File: config.mk
export PLATFORM = sky130hd
export DESIGN_NAME = fft_bitrev_buf
export DESIGN_NICKNAME = d
export VERILOG_FILES = /design/src/rtl/fft_pkg.sv /design/src/rtl/fft_pingpong_ctrl.sv /design/src/rtl/fft_bitrev_buf.sv
export SDC_FILE = /design/constraint.sdc
export NUM_CORES = 1
export LEC_CHECK = 0
export CAP_MARGIN = 30
export CORE_MARGIN = 1
export CORE_UTILIZATION = 62
export DETAILED_ROUTE_END_ITERATION = 10
export PLACE_DENSITY = 0.9
export SYNTH_ARGS = -nofsm -noshare
export SYNTH_HDL_FRONTEND = slang
export SYNTH_SLANG_ARGS = --single-unit
File: constraint.sdc
create_clock -name clk_i -period 4 [get_ports clk_i]
set_input_delay 0.8 -clock clk_i [delete_from_list [all_inputs] [get_ports clk_i]]
set_output_delay 0.8 -clock clk_i [all_outputs]
set_load 0.1 [all_outputs]
File: src/rtl/fft_pkg.sv
// Shared types and helpers for the FFT output path: complex sample type and
// index bit reversal used to undo radix-2 butterfly ordering.
package fft_pkg;

    localparam int DATA_WIDTH = 16;
    localparam int FRAC_BITS  = 15;
    localparam int MAX_LOG2   = 10;

    typedef logic signed [1:0][DATA_WIDTH-1:0] cplx_t;

    // Reverses the low nbits of idx; bits above nbits come back as zero.
    function automatic logic [MAX_LOG2-1:0] bitrev(
        input logic [MAX_LOG2-1:0] idx,
        input int                  nbits
    );
        logic [MAX_LOG2-1:0] src;
        logic [MAX_LOG2-1:0] res;
        src = idx;
        res = '0;
        for (int i = 0; i < MAX_LOG2; i++) begin
            if (i < nbits) begin
                res = {res[MAX_LOG2-2:0], src[0]};
                src = src >> 1;
            end
        end
        return res;
    endfunction

endpackage

File: src/rtl/fft_pingpong_ctrl.sv
// Ping-pong bank controller for the bit-reversal buffer: write/read counters,
// bank selects, per-bank full flags and the ready/valid/last handshakes.
//
// bank state | meaning
// FILLING    | full=0, wr_sel points at it, accepting samples
// FULL       | full=1, waiting for the reader
// DRAINING   | full=1 and rd_sel points at it, samples being emitted
// EMPTY      | full=0 after the last read, free for the next write
module fft_pingpong_ctrl
    import fft_pkg::*;
#(
    parameter int N_LOG2 = 4
) (
    input  logic              clk_i,
    input  logic              rst_i,
    input  logic              in_valid_i,
    output logic              in_ready_o,
    output logic              out_valid_o,
    input  logic              out_ready_i,
    output logic              out_last_o,
    output logic              wr_en_o,
    output logic              wr_bank_o,
    output logic [N_LOG2-1:0] wr_addr_o,
    output logic              rd_bank_o,
    output logic [N_LOG2-1:0] rd_addr_o
);

    localparam logic [N_LOG2-1:0] CNT_LAST = '1;

    logic [N_LOG2-1:0] wr_cnt_q, wr_cnt_d;
    logic [N_LOG2-1:0] rd_cnt_q, rd_cnt_d;
    logic              wr_sel_q, wr_sel_d;
    logic              rd_sel_q, rd_sel_d;
    logic [1:0]        full_q, full_d;
    logic              wr_fire;
    logic              rd_fire;

    // Ready and valid come straight from registered flags, so a bank freed by
    // the last read is only writable one cycle later.
    always_comb begin
        in_ready_o  = ~full_q[wr_sel_q];
        out_valid_o = full_q[rd_sel_q];
        out_last_o  = out_valid_o & (rd_cnt_q == CNT_LAST);
        wr_fire     = in_valid_i & in_ready_o;
        rd_fire     = out_valid_o & out_ready_i;

        wr_cnt_d = wr_cnt_q;
        rd_cnt_d = rd_cnt_q;
        wr_sel_d = wr_sel_q;
        rd_sel_d = rd_sel_q;
        full_d   = full_q;

        if (wr_fire) begin
            wr_cnt_d = wr_cnt_q + 1'b1;
            if (wr_cnt_q == CNT_LAST) begin
                full_d[wr_sel_q] = 1'b1;
                wr_sel_d         = ~wr_sel_q;
            end
        end

        // The reader only ever touches a full bank and the writer an empty
        // one, so both flag updates can land in the same cycle.
        if (rd_fire) begin
            rd_cnt_d = rd_cnt_q + 1'b1;
            if (rd_cnt_q == CNT_LAST) begin
                full_d[rd_sel_q] = 1'b0;
                rd_sel_d         = ~rd_sel_q;
            end
        end
    end

    always_ff @(posedge clk_i or posedge rst_i) begin
        if (rst_i) begin
            wr_cnt_q <= '0;
            rd_cnt_q <= '0;
            wr_sel_q <= 1'b0;
            rd_sel_q <= 1'b0;
            full_q   <= 2'b00;
        end else begin
            wr_cnt_q <= wr_cnt_d;
            rd_cnt_q <= rd_cnt_d;
            wr_sel_q <= wr_sel_d;
            rd_sel_q <= rd_sel_d;
            full_q   <= full_d;
        end
    end

    assign wr_en_o   = wr_fire;
    assign wr_bank_o = wr_sel_q;
    assign wr_addr_o = N_LOG2'(bitrev(MAX_LOG2'(wr_cnt_q), N_LOG2));
    assign rd_bank_o = rd_sel_q;
    assign rd_addr_o = rd_cnt_q;

endmodule

File: src/rtl/fft_bitrev_buf.sv
// Two-bank reorder buffer behind the last radix-2 stage: writes arrive in
// bit-reversed order and frames drain in natural order with a last marker.
module fft_bitrev_buf #(
    parameter int DATA_WIDTH = fft_pkg::DATA_WIDTH,
    parameter int N_LOG2     = 4
) (
    input  logic                               clk_i,
    input  logic                               rst_i,
    input  logic signed [1:0][DATA_WIDTH-1:0]  in_data_i,
    input  logic                               in_valid_i,
    output logic                               in_ready_o,
    output logic signed [1:0][DATA_WIDTH-1:0]  out_data_o,
    output logic                               out_valid_o,
    input  logic                               out_ready_i,
    output logic                               out_last_o
);
    import fft_pkg::*;

    localparam int N = 1 << N_LOG2;

    logic                              wr_en;
    logic                              wr_bank;
    logic [N_LOG2-1:0]                 wr_addr;
    logic                              rd_bank;
    logic [N_LOG2-1:0]                 rd_addr;
    logic signed [1:0][DATA_WIDTH-1:0] mem_q [2][N];

    fft_pingpong_ctrl #(
        .N_LOG2(N_LOG2)
    ) u_ctrl (
        .clk_i      (clk_i),
        .rst_i      (rst_i),
        .in_valid_i (in_valid_i),
        .in_ready_o (in_ready_o),
        .out_valid_o(out_valid_o),
        .out_ready_i(out_ready_i),
        .out_last_o (out_last_o),
        .wr_en_o    (wr_en),
        .wr_bank_o  (wr_bank),
        .wr_addr_o  (wr_addr),
        .rd_bank_o  (rd_bank),
        .rd_addr_o  (rd_addr)
    );

    // Sample storage is never reset; a bank is only read after a full frame
    // has been written into it.
    always_ff @(posedge clk_i) begin
        if (wr_en) begin
            mem_q[wr_bank][wr_addr] <= in_data_i;
        end
    end

    assign out_data_o = mem_q[rd_bank][rd_addr];

endmodule

-- Word-level counts from Yosys, hierarchy flattened
Memory sizes are Yosys's and may differ from the RTL's.
Index checks and enable logic that the tools add are counted.
- $mul: 0
- shift operators: 0
- bitwise operators: 11
- reductions and logical operators: 5
- add/subtract/negate cells: 2
- divide/modulo/power cells: 0
- multiplexer cells: 19
- $lt $le $gt $ge: 7
- equal/unequal tests: 2
- operators with widths (kind ; count):
    512-bit 2-to-1 mux ; 1
    32-bit binary-select mux with 4-bit select ; 1
    32-bit demux with 4-bit select ; 1
    32-bit 2-to-1 mux ; 3
    5-bit >= comparator, second input constant ; 2
    4-bit NOT with 5-bit output ; 2
    4-bit by 1-bit adder with 4-bit output, second input constant ; 2
    4-bit equality test, second input constant ; 2
    2-bit 2-to-1 mux ; 4
    1-bit 2-to-1 mux ; 7
    5-bit by 1-bit less-than comparator with 1-bit output, second input constant ; 1
    1-bit by 2-bit less-than comparator with 1-bit output, second input constant ; 2
    2-bit AND reduction ; 2
    1-bit AND ; 3
    1-bit logical AND ; 3
    1-bit NOT ; 3
    2-bit AND ; 1
    1-bit demux with 1-bit select ; 2
    1-bit >= comparator, second input constant ; 2
    2-bit NOT ; 1
    2-bit bitwise OR ; 1
- memories: 1
- bits of input ports: 36
- memory bits (writable): 1024
- ROM bits: 0
- register bits after elaboration: 12
- bits in latches: 0
- memory list (memory ; depth ; width ; read ports ; clocked after memory_dff ; wr ports ; line ; text):
    mem_q ; 2 ; 512 ; 1 ; 0 ; 1 ; fft_bitrev_buf.sv:26 ; logic signed [1:0][DATA_WIDTH-1:0] mem_q [2][N];

-- Depth between registers and ports, before layout
- depth in word-level cells: 10
- gate-level depth with buffers: 8

-- Modules after synthesis
From an unflattened synthesis, not the netlist that was laid out.
- cell total of the unflattened synthesis: 2283
- area, all modules: 40430.0 um2
- modules (own cells, without submodules) (module ; seq. area each (um2) ; area each (um2) ; times used ; cells an instance):
    fft_bitrev_buf ; 30749.5 ; 39867.0 ; 1 ; 2233
    fft_pingpong_ctrl ; 300.3 ; 563.0 ; 1 ; 50

-- Least setup slack after synthesis
Ideal clock, no wire load.
- path kind: register -> register
- start: register u_ctrl.wr_sel_q, in the netlist u_ctrl.wr_bank_o
- end: memory mem_q[1][32] (netlist name) (enable)
- cell stages (with the launch flop): 8
- period minus slack after synthesis: 4.492 ns
- arrival time: 4.071 ns
- required time: 3.579 ns
- path slack: -0.492 ns
- library setup time: 0.421 ns
- cells stage by stage: dfrtp_1 > buf_6 > mux2i_1 > and2_1 > buf_4 > nand2_1 > buf_6 > nor2_1
- longest elaborated chain between the ends: 6
- RTL lines (what ; line ; text):
    start, declared ; fft_pingpong_ctrl.sv:32 ; logic wr_sel_q, wr_sel_d;
    start signal, assigned ; fft_pingpong_ctrl.sv:82 ; wr_sel_q <= wr_sel_d;
    1-bit 2-to-1 mux (implied by the code) (2 in a row) ; fft_pingpong_ctrl.sv:41 ; in_ready_o = ~full_q[wr_sel_q];
    1-bit NOT ; fft_pingpong_ctrl.sv:41 ;
    named net in_ready_o ; fft_bitrev_buf.sv:11 ; output logic in_ready_o,
    1-bit AND ; fft_pingpong_ctrl.sv:44 ; wr_fire = in_valid_i & in_ready_o;
    1-bit 2-to-1 mux ; fft_bitrev_buf.sv:48 ; if (wr_en) begin
    512-bit 2-to-1 mux (implied by the code) ; fft_bitrev_buf.sv:49 ; mem_q[wr_bank][wr_addr] <= in_data_i;
    end, declared ; fft_bitrev_buf.sv:26 ;
The timed path passes the listed nets, and every way through them passes these cells. The select of a mux whose other input is x is not followed.

==> key figures <==
Floorplan
  • Core ar.: 0.0645 mm^2
  • Die width: ~260 um
  • Die Ht: between 200 and 300 um
  • Row cnt: 93
  • Die area: between 0.06 and 0.07 mm^2
  • Ports: 71
  • Initial Util: between 60% and 70%

GRT
  • GRT met1 Usage: 40.5%
  • Initial antenna violation count: 1
  • Grt met2 use: 52.9%
  • GR Overflow Total: 0
  • Vias in the first global route: ~24k
  • First-pass GRT wire length: ~160000 um
  • Top Usage Layer GRT: met2
  • GRT Total Usage: roughly a third
  • Largest net degree at the start of global routing: 64
  • Met3 Use GR: between 8 and 9%

Power
  • Overall Power: roughly 0.033 W
  • Pwr dens: a little over 700 mW/mm^2
  • Lkg Pwr: 14.2 nW
  • VDD IR max: roughly 0.0017 V

Synth
  • Cells after synthesis: 2250
  • Dominant cells by area after synthesis: edfxtp_1 76%, mux2i_1 13%, a22oi_1 2.4%
  • Async set-reset flop share out of synthesis: roughly 1.2%
  • Synth warn: 0
  • Synth unique cells: 37
  • Synth Net Count: 2291
  • Post-Syn Area: 0.0405 mm^2
  • EDFF count, synth: between 1k and 1.5k
  • Leading area contributor after synthesis: edfxtp_1
  • Ys flop type: edfxtp_1
  • Sequential share of the synthesized area: about three quarters
  • #FFs+latches synth: around 1.0k
  • Synthesized area per cell: roughly 18 um^2
  • Share of the synthesized area in the top cell type: approximately three quarters

CTS
  • Htree depth: 3
  • Worst-path clk slew: roughly 80 ps
  • Clock buffer depth: 3
  • Cts hold-fix bufs: 0
  • CTS tree: yes
  • Clock Latency Late Sink: ~670 ps
  • Cts bufs inserted: 94
  • Clock sink count: roughly 1.0k
  • Root buffer cell: clkbuf_16

Worst setup path
  • R2R Setup Slk: about 730 ps
  • Critical Path RT: 3200 ps
  • Endpoint class of the critical path: output pin
  • Max FO, Critical Path: 25
  • Crit path kind: reg -> out
  • CP startpoint kind: flop
  • CP arrival: roughly 3200 ps

Place
  • Port bufs: 70
  • Gpl congestion: ~0.84
  • DPL Wire Length: between 50000 and 60000 um

Finish
  • Share of cells above drive strength 1: 13.6%
  • Highest-count cells in the layout ignoring fill and taps: 1024 x edfxtp_1, 512 x mux2i_1, 128 x a22oi_1
  • Most common cell after layout, fill and taps aside: edfxtp_1
  • Nets: ~2.5k
  • Synthesis-to-finish area growth: 14.6%
  • Fill cell count: 3356

Timing
  • Post-layout min period: ~4000 ps
  • RSZ-0062 raised after global routing: false
  • Achievable Freq: 0.251 GHz
  • Fin. max-slew vios: 0
  • Fin crit share: between 90% and 100%
  • Final hold violations: 0
  • Endpoints failing setup: 0
  • Slew @ Worst Pin: about 1100 ps
  • Slew headroom: 24.1%
  • Worst Skew: 26.2 ps
  • Setup TNS: 0 ps

Drt
  • Final ANT Viol Nets: 0
  • Routed vias/inst: approximately 7.1
  • WL/cell: ~33 um
  • Iter 0 DRT Violations: between 3k and 4k
  • Total vias in the final route: ~24k
  • DR pass1 iterations: 10
  • Routed WL: roughly 110000 um
  • Residual DRC count: 0

Status
  • Status: finished, final reports clean

Worst hold path
  • Hold Crit Class: in -> async

Run
  • Max-cap violation count: 0
## per-layer routing
layer  up-vias  routed length [um]
met5         -                   0
met4         0                7350
met3       506               15600
met2      2251               53000
met1     11600               35700
li1       9298                   -
## power breakdown
part	total [W]	leakage (nW)	switching [W]	internal [W]
registers	0.0128	9.36	0.000264	0.0125
clock network	0.00887	1.43	0.00394	0.00494
logic	0.0115	3.39	0.00799	0.00354
total	0.0332	14.2	0.0122	0.0210
## worst max-delay path, cell delays in order, from the launching register on
cell and delay [ps]:
dfrtp_4 630, buf_12 280, buf_4 270, mux2i_1 290, a22oi_1 150, a31oi_1 210
nand3_1 340, buf_12 300
## synth_stat cells, drive strengths merged (4+ instances only)
cell / count
nand3: 98
nand2: 74
a21oi: 65
xnor2: 5
buf: 98
dfrtp: 12
nor3: 32
a22oi: 128
ha: 5
and2: 4
a22o: 64
clkbuf: 35
edfxtp: 1024
nor2: 35
mux2i: 513
a31oi: 33
## through the flow
step | hold WS [ps] | util [%] | std cells | setup WS, ps | instance area (um^2)
3_3_place_gp | 519 | 66.8 | 3154 | 765 | 43100
2_1_floorplan | 485 | - | 2250 | 74.5 | 40500
6_report | 489 | 72.0 | 3339 | 22.4 | 46400
4_1_cts | 485 | 71.5 | 3325 | 39.6 | 46100
5_1_grt | 544 | 72.0 | 3339 | 28.1 | 46400
3_5_place_dp | 530 | 66.9 | 3158 | 648 | 43100
## state kept, by name (all words and copies together) (netlist names)
signal / flops
mem_q: 1024
u_ctrl.rd_bank_o: 1
u_ctrl.rd_addr_o: 4
u_ctrl.wr_bank_o: 1
u_ctrl.full_q: 2
u_ctrl.wr_cnt_q: 4
## worst paths after layout
kind,to,startpoint,cells after the start
setup reg to reg,mem_q[1][335],u_ctrl.wr_bank_o,5
max in group asynchronous,u_ctrl.rd_bank_o,rst_i,2
hold / removal,u_ctrl.wr_cnt_q[2],rst_i,2
min in group clk_i,u_ctrl.rd_addr_o[3],u_ctrl.rd_addr_o[3],1
hold reg to reg,u_ctrl.rd_addr_o[3],u_ctrl.rd_addr_o[3],1
setup / recovery,out_data_o[14],u_ctrl.rd_bank_o,7
## cells by family after synthesis
logic type | share of synthesized area, %
DFF | 76.6
muxes | 12.7
AOI/OAI and AO/OA | 5.14
and+or+nand+nor | 2.92
buffers and inverters | 2.31
xor gates and xnor gates | 0.130
adders and majority gates | 0.154
## timing repair
action / 4_1_cts / 5_1_grt
gates resized for setup: 1 / 3
gates cloned: 0 / 0
setup endpoints to repair: 5 / 2
buffers inserted: 1 / 0
## layout make-up
class / instances / area (um^2) / area share [%]
sequential: 1036 / 31100 / 66.9
multi-input combinational: 1078 / 8810 / 19.0
timing repair buffer: 200 / 2550 / 5.48
clock buffer: 118 / 2510 / 5.40
tap: 855 / 1070 / 2.30
clock inverter: 48 / 428 / 0.922
inverter: 3 / 11.3 / 0.0243
antenna: 1 / 2.50 / 0.00539
No activity file was read; power rests on OpenSTA's default activity.
